File: config.mk
export PLATFORM = sky130hd
export DESIGN_NAME = sequencer_param_flat
export DESIGN_NICKNAME = d
export VERILOG_FILES = /design/src/rtl/sequencer_param_if.sv /design/src/rtl/sequencer_param.sv /design/src/flat_wrapper.sv
export SDC_FILE = /design/constraint.sdc
export NUM_CORES = 1
export LEC_CHECK = 0
export CELL_PAD_IN_SITES_DETAIL_PLACEMENT = 0
export CELL_PAD_IN_SITES_GLOBAL_PLACEMENT = 2
export CORE_MARGIN = 2
export CORE_UTILIZATION = 32
export DETAILED_ROUTE_END_ITERATION = 10
export PLACE_DENSITY_LB_ADDON = 0.08
export SLEW_MARGIN = 20
export SYNTH_ARGS = -nofsm -noshare
export SYNTH_HDL_FRONTEND = slang
export SYNTH_SLANG_ARGS = --single-unit
File: constraint.sdc
create_clock -name clk -period 2.04 [get_ports clk]
set_input_delay 0.408 -clock clk [delete_from_list [all_inputs] [get_ports clk]]
set_output_delay 0.408 -clock clk [all_outputs]
set_load 0.01 [all_outputs]
File: src/rtl/sequencer_param_if.sv
// ============================================================================
// Module      : sequencer_param_if
// Description : Control/status bundle between an instruction driver and
//               the sequencer_param controller.
// Revision    : 1.0 - initial release
// ============================================================================
`default_nettype none

interface sequencer_param_if #(
    parameter int CNT_W = 8,
    parameter int ERR_W = 4
);
    logic             start;
    logic             nxt_line;
    logic             last;
    logic             step_mode;
    logic             step;
    logic             err;
    logic [ERR_W-1:0] err_code_in;
    logic             clr_err;
    logic [2:0]       q;
    logic [CNT_W-1:0] instr_cnt;
    logic [ERR_W-1:0] err_code;
    logic             busy;

    modport master (
        output start, nxt_line, last, step_mode, step, err, err_code_in, clr_err,
        input  q, instr_cnt, err_code, busy
    );

    modport slave (
        input  start, nxt_line, last, step_mode, step, err, err_code_in, clr_err,
        output q, instr_cnt, err_code, busy
    );
endinterface

`default_nettype wire

File: src/rtl/sequencer_param.sv
// ============================================================================
// Module      : sequencer_param
// Description : Instruction sequencer (read/reg/calc/write) with single-step,
//               calc timeout and latched fault handling.
// Revision    : 1.0 - initial release
// ============================================================================
`default_nettype none

module sequencer_param #(
    parameter int MEM_WAIT     = 0,
    parameter int CALC_TIMEOUT = 16,
    parameter int CNT_W        = 8,
    parameter int ERR_W        = 4
) (
    input  wire logic         clk,
    input  wire logic         rst,
    sequencer_param_if.slave  bus
);

    localparam int              CALC_W     = $clog2(CALC_TIMEOUT);
    localparam logic [3:0]      WAIT_LAST  = 4'(MEM_WAIT);
    localparam logic [CALC_W-1:0] CALC_LAST = CALC_W'(CALC_TIMEOUT - 1);

    typedef enum logic [2:0] {
        SRST    = 3'd0,
        SREAD   = 3'd1,
        SREG    = 3'd2,
        SCALC   = 3'd3,
        SWRITE  = 3'd4,
        SPAUSE  = 3'd5,
        SFINISH = 3'd6,
        SERR    = 3'd7
    } state_t;

    state_t             state_q, state_d;
    logic [3:0]         wait_q,  wait_d;
    logic [CALC_W-1:0]  calc_q,  calc_d;
    logic [CNT_W-1:0]   cnt_q,   cnt_d;
    logic [ERR_W-1:0]   ecode_q, ecode_d;

    always_ff @(posedge clk or posedge rst) begin
        if (rst) begin
            state_q <= SRST;
            wait_q  <= '0;
            calc_q  <= '0;
            cnt_q   <= '0;
            ecode_q <= '0;
        end else begin
            state_q <= state_d;
            wait_q  <= wait_d;
            calc_q  <= calc_d;
            cnt_q   <= cnt_d;
            ecode_q <= ecode_d;
        end
    end

    always_comb begin
        state_d = state_q;
        wait_d  = wait_q;
        calc_d  = calc_q;
        cnt_d   = cnt_q;
        ecode_d = ecode_q;

        // An external fault pre-empts every other transition, timeout included.
        if (bus.err && (state_q != SERR)) begin
            state_d = SERR;
            ecode_d = bus.err_code_in;
        end else begin
            case (state_q)
                SRST, SFINISH: begin
                    if (bus.start) begin
                        state_d = SREAD;
                        wait_d  = '0;
                        cnt_d   = '0;
                    end
                end
                SREAD: begin
                    if (wait_q == WAIT_LAST) begin
                        state_d = SREG;
                    end else begin
                        wait_d = wait_q + 4'd1;
                    end
                end
                SREG: begin
                    state_d = SCALC;
                    calc_d  = '0;
                end
                SCALC: begin
                    // calc_q holds the number of SCALC cycles already elapsed.
                    if (bus.nxt_line) begin
                        state_d = SWRITE;
                    end else if (calc_q == CALC_LAST) begin
                        state_d = SERR;
                        ecode_d = '1;
                    end else begin
                        calc_d = calc_q + CALC_W'(1);
                    end
                end
                SWRITE: begin
                    cnt_d = cnt_q + CNT_W'(1);
                    if (bus.last) begin
                        state_d = SFINISH;
                    end else if (bus.step_mode) begin
                        state_d = SPAUSE;
                    end else begin
                        state_d = SREAD;
                        wait_d  = '0;
                    end
                end
                SPAUSE: begin
                    if (bus.step) begin
                        state_d = SREAD;
                        wait_d  = '0;
                    end
                end
                SERR: begin
                    if (bus.clr_err) begin
                        state_d = SRST;
                        ecode_d = '0;
                    end
                end
                default: begin
                    state_d = SRST;
                end
            endcase
        end
    end

    assign bus.q         = state_q;
    assign bus.instr_cnt = cnt_q;
    assign bus.err_code  = ecode_q;
    assign bus.busy      = (state_q == SREAD) || (state_q == SREG) ||
                           (state_q == SCALC) || (state_q == SWRITE);

endmodule

`default_nettype wire

File: src/flat_wrapper.sv
// flat-port wrapper written by rule: the top's interface ports become plain ports
module sequencer_param_flat 
#(
    parameter int MEM_WAIT     = 0,
    parameter int CALC_TIMEOUT = 16,
    parameter int CNT_W        = 8,
    parameter int ERR_W        = 4
)
  (clk, rst, bus_start, bus_nxt_line, bus_last, bus_step_mode, bus_step, bus_err, bus_err_code_in, bus_clr_err, bus_q, bus_instr_cnt, bus_err_code, bus_busy);
  sequencer_param_if #(.CNT_W(CNT_W), .ERR_W(ERR_W)) bus_i ();
  input  wire logic clk;
  input  wire logic rst;
  input wire logic [$bits(bus_i.start)-1:0] bus_start;
  input wire logic [$bits(bus_i.nxt_line)-1:0] bus_nxt_line;
  input wire logic [$bits(bus_i.last)-1:0] bus_last;
  input wire logic [$bits(bus_i.step_mode)-1:0] bus_step_mode;
  input wire logic [$bits(bus_i.step)-1:0] bus_step;
  input wire logic [$bits(bus_i.err)-1:0] bus_err;
  input wire logic [$bits(bus_i.err_code_in)-1:0] bus_err_code_in;
  input wire logic [$bits(bus_i.clr_err)-1:0] bus_clr_err;
  output wire logic [$bits(bus_i.q)-1:0] bus_q;
  output wire logic [$bits(bus_i.instr_cnt)-1:0] bus_instr_cnt;
  output wire logic [$bits(bus_i.err_code)-1:0] bus_err_code;
  output wire logic [$bits(bus_i.busy)-1:0] bus_busy;
  assign bus_i.start = bus_start;
  assign bus_i.nxt_line = bus_nxt_line;
  assign bus_i.last = bus_last;
  assign bus_i.step_mode = bus_step_mode;
  assign bus_i.step = bus_step;
  assign bus_i.err = bus_err;
  assign bus_i.err_code_in = bus_err_code_in;
  assign bus_i.clr_err = bus_clr_err;
  assign bus_q = bus_i.q;
  assign bus_instr_cnt = bus_i.instr_cnt;
  assign bus_err_code = bus_i.err_code;
  assign bus_busy = bus_i.busy;
  sequencer_param #(.MEM_WAIT(MEM_WAIT), .CALC_TIMEOUT(CALC_TIMEOUT), .CNT_W(CNT_W), .ERR_W(ERR_W)) u_core (.clk(clk), .rst(rst), .bus(bus_i));
endmodule
**After elaboration in Yosys (flattened, before gate mapping)**

Cells that the tools add are included.

- Register bits after elaboration: 23
- Bits of input ports: 13
- Word-level logic and storage cells: 74

- Add/sub/neg operators: 3
- Equal/unequal tests: 23
- Muxes and demuxes: 26
- Bitwise logic cells: 1
- Reductions and logical operators: 16

Operators by type and width:

| cell | number |
|---|---|
| 4-bit 2-to-1 mux | 11 |
| 3-bit 2-to-1 mux | 9 |
| 3-bit case mux with 7 select lines | 1 |
| 4-bit case mux with 2 select lines | 2 |
| 4-bit case mux with 4 select lines | 1 |
| 8-bit case mux with 2 select lines | 1 |
| 2-bit != test (second input constant) | 7 |
| 3-bit == test (second input constant) | 4 |
| 3-bit by 2-bit != test with 1-bit output (second input constant) | 4 |
| 4-bit by 1-bit adder with 4-bit output (second input constant) | 2 |
| 8-bit by 1-bit adder with 8-bit output (second input constant) | 1 |
| 8-bit 2-to-1 mux | 1 |
| 4-bit AND reduction | 2 |
| 7-bit AND reduction | 1 |
| 3-bit by 2-bit == test with 1-bit output (second input constant) | 2 |
| 3-bit by 1-bit != test with 1-bit output (second input constant) | 2 |
| 5-bit AND reduction | 1 |
| 4-bit == test (second input constant) | 1 |
| 4-bit logical NOT | 1 |
| 4-bit by 2-bit != test with 1-bit output (second input constant) | 1 |
| 2-bit nonzero test | 2 |
| 4-bit nonzero test | 1 |
| 3-bit by 1-bit == test with 1-bit output (second input constant) | 1 |
| 3-bit logical NOT | 1 |
| 7 further kinds | 9 |

**Longest topological paths before layout**

- Depth in word-level cells: 5
- Depth in mapped cells: 6
- Mapped depth without buffers: 6

**Worst setup path after synthesis**

Ideal clock, no wire load.

- Path type: reg2reg
- From: register u_core.wait_q[0]
- To: register u_core.wait_q[3]
- Library setup time: 0.124 ns
- Arrival: 1.608 ns
- Data required time: 1.916 ns
- Setup slack: 0.308 ns
- Stages on the path, launching flop included: 7
- Clock period less this slack: 1.732 ns
- Path through: dfrtp_1 > inv_1 > ha_1 > nor3b_1 > and3_1 > or3_4 > a211o_1

- Longest elaborated chain between the ends: 3
- Elaborated cells between the ends (all ways): 6

Ends and longest elaborated chain:

| what | RTL line | text |
|---|---|---|
| start: declaration | sequencer_param.sv:36 | `logic [3:0] wait_q, wait_d;` |
| start signal: assignment | sequencer_param.sv:50 | `wait_q <= wait_d;` |
| 4-bit by 1-bit adder with 4-bit output or 4-bit logical NOT (tied branches) | sequencer_param.sv:81, sequencer_param.sv:78 |  |
| 4-bit 2-to-1 mux or 2-bit != test (tied branches) | n/a |  |
| 4-bit case mux with 4 select lines or 7-bit AND reduction (tied branches) | n/a |  |

Parallel ways exist; a longest one is shown, timed or not. The select of a mux whose other input is x is not followed.
A chain may end at the register's enable or synchronous reset.

**Worst setup path in the final report**

- From: register u_core.state_q[0] (netlist: u_core.bus.q[0])
- To: output bus_q[0]

RTL lines:

| what | RTL line | text |
|---|---|---|
| start: declaration | sequencer_param.sv:35 | `state_t state_q, state_d;` |
| start signal: assignment | sequencer_param.sv:49 | `state_q <= state_d;` |
| end: declaration | flat_wrapper.sv:21 | `output wire logic [$bits(bus_i.q)-1:0] bus_q;` |

No word-level cell between the ends.

==> run summary <==
Cell with the most instances after synthesis - dfrtp_1
# rows - 25
Largest net degree at the start of global routing - 24
Global route overflow - 0
Fmax achieved - 511 MHz
CP arrival - 1.55 ns
Vias in the first global route - 1372
Ys async rst share - 1.00
Count of final setup violators - 0
Post-layout util - 0.438
Start point of the critical path - u_core.bus.q[0]
Total placed cells including tap cells - 253
Post-DP Area - 1980 um2
Final min period - 1.96 ns
Die Wd - 72.7 um
Max cap viols - 0
DRC violations left - 0
Routed length per instance - 15.4 um
Final nets - 221
Synth Flop Type - dfrtp_1
Cell area after layout - 2030 um2
Worst path required time - 1.63 ns
DRT iter0 DRCs - 65
Library cells used by synthesis - 52
DR vias/cell - 5.25
RePlAce Congestion - 0.847
Hpwl dp - 2990 um
Synth area leaders - dfrtp_1 38%, mux2_2 4.5%, nor2_1 4.0%
Post-synth top area cell - dfrtp_1
Status - finished clean
Mapped cell area - 1510 um2
Synth Warn # - 0
ANT cells - 0
Cells after synthesis - 157
Share of cells above drive strength 1 - 0.227
Number of port buffers - 28
Deepest clock path buffer count - 2
Setup bufs post-CTS - 0
CTS H-tree lvls - 1
Clk_skew - 0.00161 ns
Final max-slew violation count - 0
Io pins - 29
CP Capture Type - output port
Final WL - 3950 um
Worst slew margin - 0.637
Number of antenna violations at the first check in global routing - 0
Synth cell count leaders - 23 x dfrtp_1, 16 x nor2_1, 10 x inv_1, 8 x nand2_1, 7 x nand3_1
Syn Area/Cell - 9.63 um2
Top cell type's share of synthesized area - 0.381
Peak supply drop - 0.573 mV
Initial DRT Pass Iterations - 4
R2R depth - 6
Area of the die - 5290 um2
Static Leakage - 0.914 nW
Final non-filler cell total - 257
FF+latch count, synth - 23
Sequential-to-total area share from yosys stat - 0.381
Clock transition at the registers of the reported paths - 0.09 ns
Initial Util - 0.326
Period Utilization, post-route - 0.959
Worst r2r src - u_core.bus.q[2]
Clock latency on the worst-skew pair - 0.27 ns
Tot Pwr - 2.49 mW
RSZ-0062 raised after global routing - no
Crit-path max FO - 11
EDFF count, synth - 0
First-pass GRT wire length - 6350 um
CTS buffer count - 3
Die Y - 72.7 um
Area grow syn2layout - 34.2%
Vias - 1348
Worst hold margin - 0.484 ns
Core area - 4630 um2
Post-Syn Nets - 174
CTS tree - built
Overall routing resource usage - 0.154
Fin. Hold Viols - 0
Detail Route Antenna Nets - 0
Power density cells - 1230 nW/um2
Worst-Margin Slew - 0.538 ns
Hold Path Class - input port to async pin
Setup CP Type - flop to output port
Clk sinks - 23
Clock Tree Root - clkbuf_8
Startpoint Class - flop
[power by group]
group | switching (mW) | total (mW) | internal (mW)
Combinational | 0.674 | 1.44 | 0.768
Clock | 0.161 | 0.297 | 0.137
Sequential | 0.161 | 0.755 | 0.594
Total | 0.996 | 2.49 | 1.50
[repair_timing]
| item | 4_1_cts | 5_1_grt |
|---|---|---|
| resized for setup | 2 | 1 |
| hold buffers | 0 | 0 |
| endpoints found under the setup margin | 2 | 2 |
[worst max-delay path, stage by stage (launching register included)]
cell	delay [ns]
dfrtp_2	0.50
buf_4	0.23
clkdlybuf4s50_1	0.55
[layout make-up]
cell class | instances | area [um2]
fillers | 470 | 2600
multi-input cells | 116 | 856
flip-flops and latches | 23 | 577
repair buffers | 50 | 444
well taps | 54 | 67.6
clock buffers | 3 | 41.3
inverters | 10 | 37.5
clock inverters | 1 | 5.00
[through the flow]
step / setup slack (ns) / TNS, ns
6_report: 0.0827 / 0
5_1_grt: 0.0275 / 0
4_1_cts: 0.0682 / 0
3_5_place_dp: -0.0947 / -0.430
3_3_place_gp: -0.0614 / -0.269
2_1_floorplan: 0.308 / 0
[state kept, by name, summed over array words and instances (netlist names)]
register              cells
u_core.bus.err_code       4
u_core.bus.q              3
u_core.calc_q             4
u_core.wait_q             4
u_core.bus.instr_cnt      8
[cell usage in the layout (no fill, tap or decap), types with 2 or more instances in the layout]
master,count
clkdlybuf4s50_1,27
buf_4,22
dfrtp_1,22
nor2_1,16
inv_1,10
nand2_1,8
nand3_1,7
and3_1,6
mux2_2,6
xor2_1,6
xnor2_1,4
nor3_1,4
o21ai_0,4
ha_1,4
a211oi_1,3
mux2i_1,3
o21a_1,3
clkbuf_8,3
nand2b_1,2
or3_1,2
o22ai_1,2
a31o_2,2
a2111oi_2,2
o41ai_1,2
nand4_1,2
a21oi_1,2
or2_2,2
[cells by family after synthesis]
logic type | Yosys count | share of synthesized area
DFF | 23 | 0.381
and+or+nand+nor | 61 | 0.230
AOI/OAI and AO/OA | 31 | 0.167
buffers and inverters | 18 | 0.0563
muxes | 10 | 0.0745
xor gates and xnor gates | 10 | 0.0579
adders and majority gates | 4 | 0.0331
[path summary, 6_finish.rpt]
path	endpoint	slack [ns]
max	bus_q[0]	0.08
max reg2reg	u_core.wait_q[3]	0.11
min in group clk	u_core.bus.err_code[1]	0.52
min	u_core.bus.err_code[3]	0.48
min reg2reg	u_core.bus.err_code[1]	0.52
max in group asynchronous	u_core.bus.q[0]	1.30
[metal layers]
layer / up-vias / GRT usage / share of wire / wire length [um]
met5: - / 0 / 0 / 0
met2: 25 / 0.268 / 0.50 / 1970
met1: 661 / 0.193 / 0.46 / 1820
met4: 0 / 0.0556 / 0.011 / 45
met3: 4 / 0.0249 / 0.029 / 113
li1: 658 / - / - / -
Power figures use the tool's default switching activity.
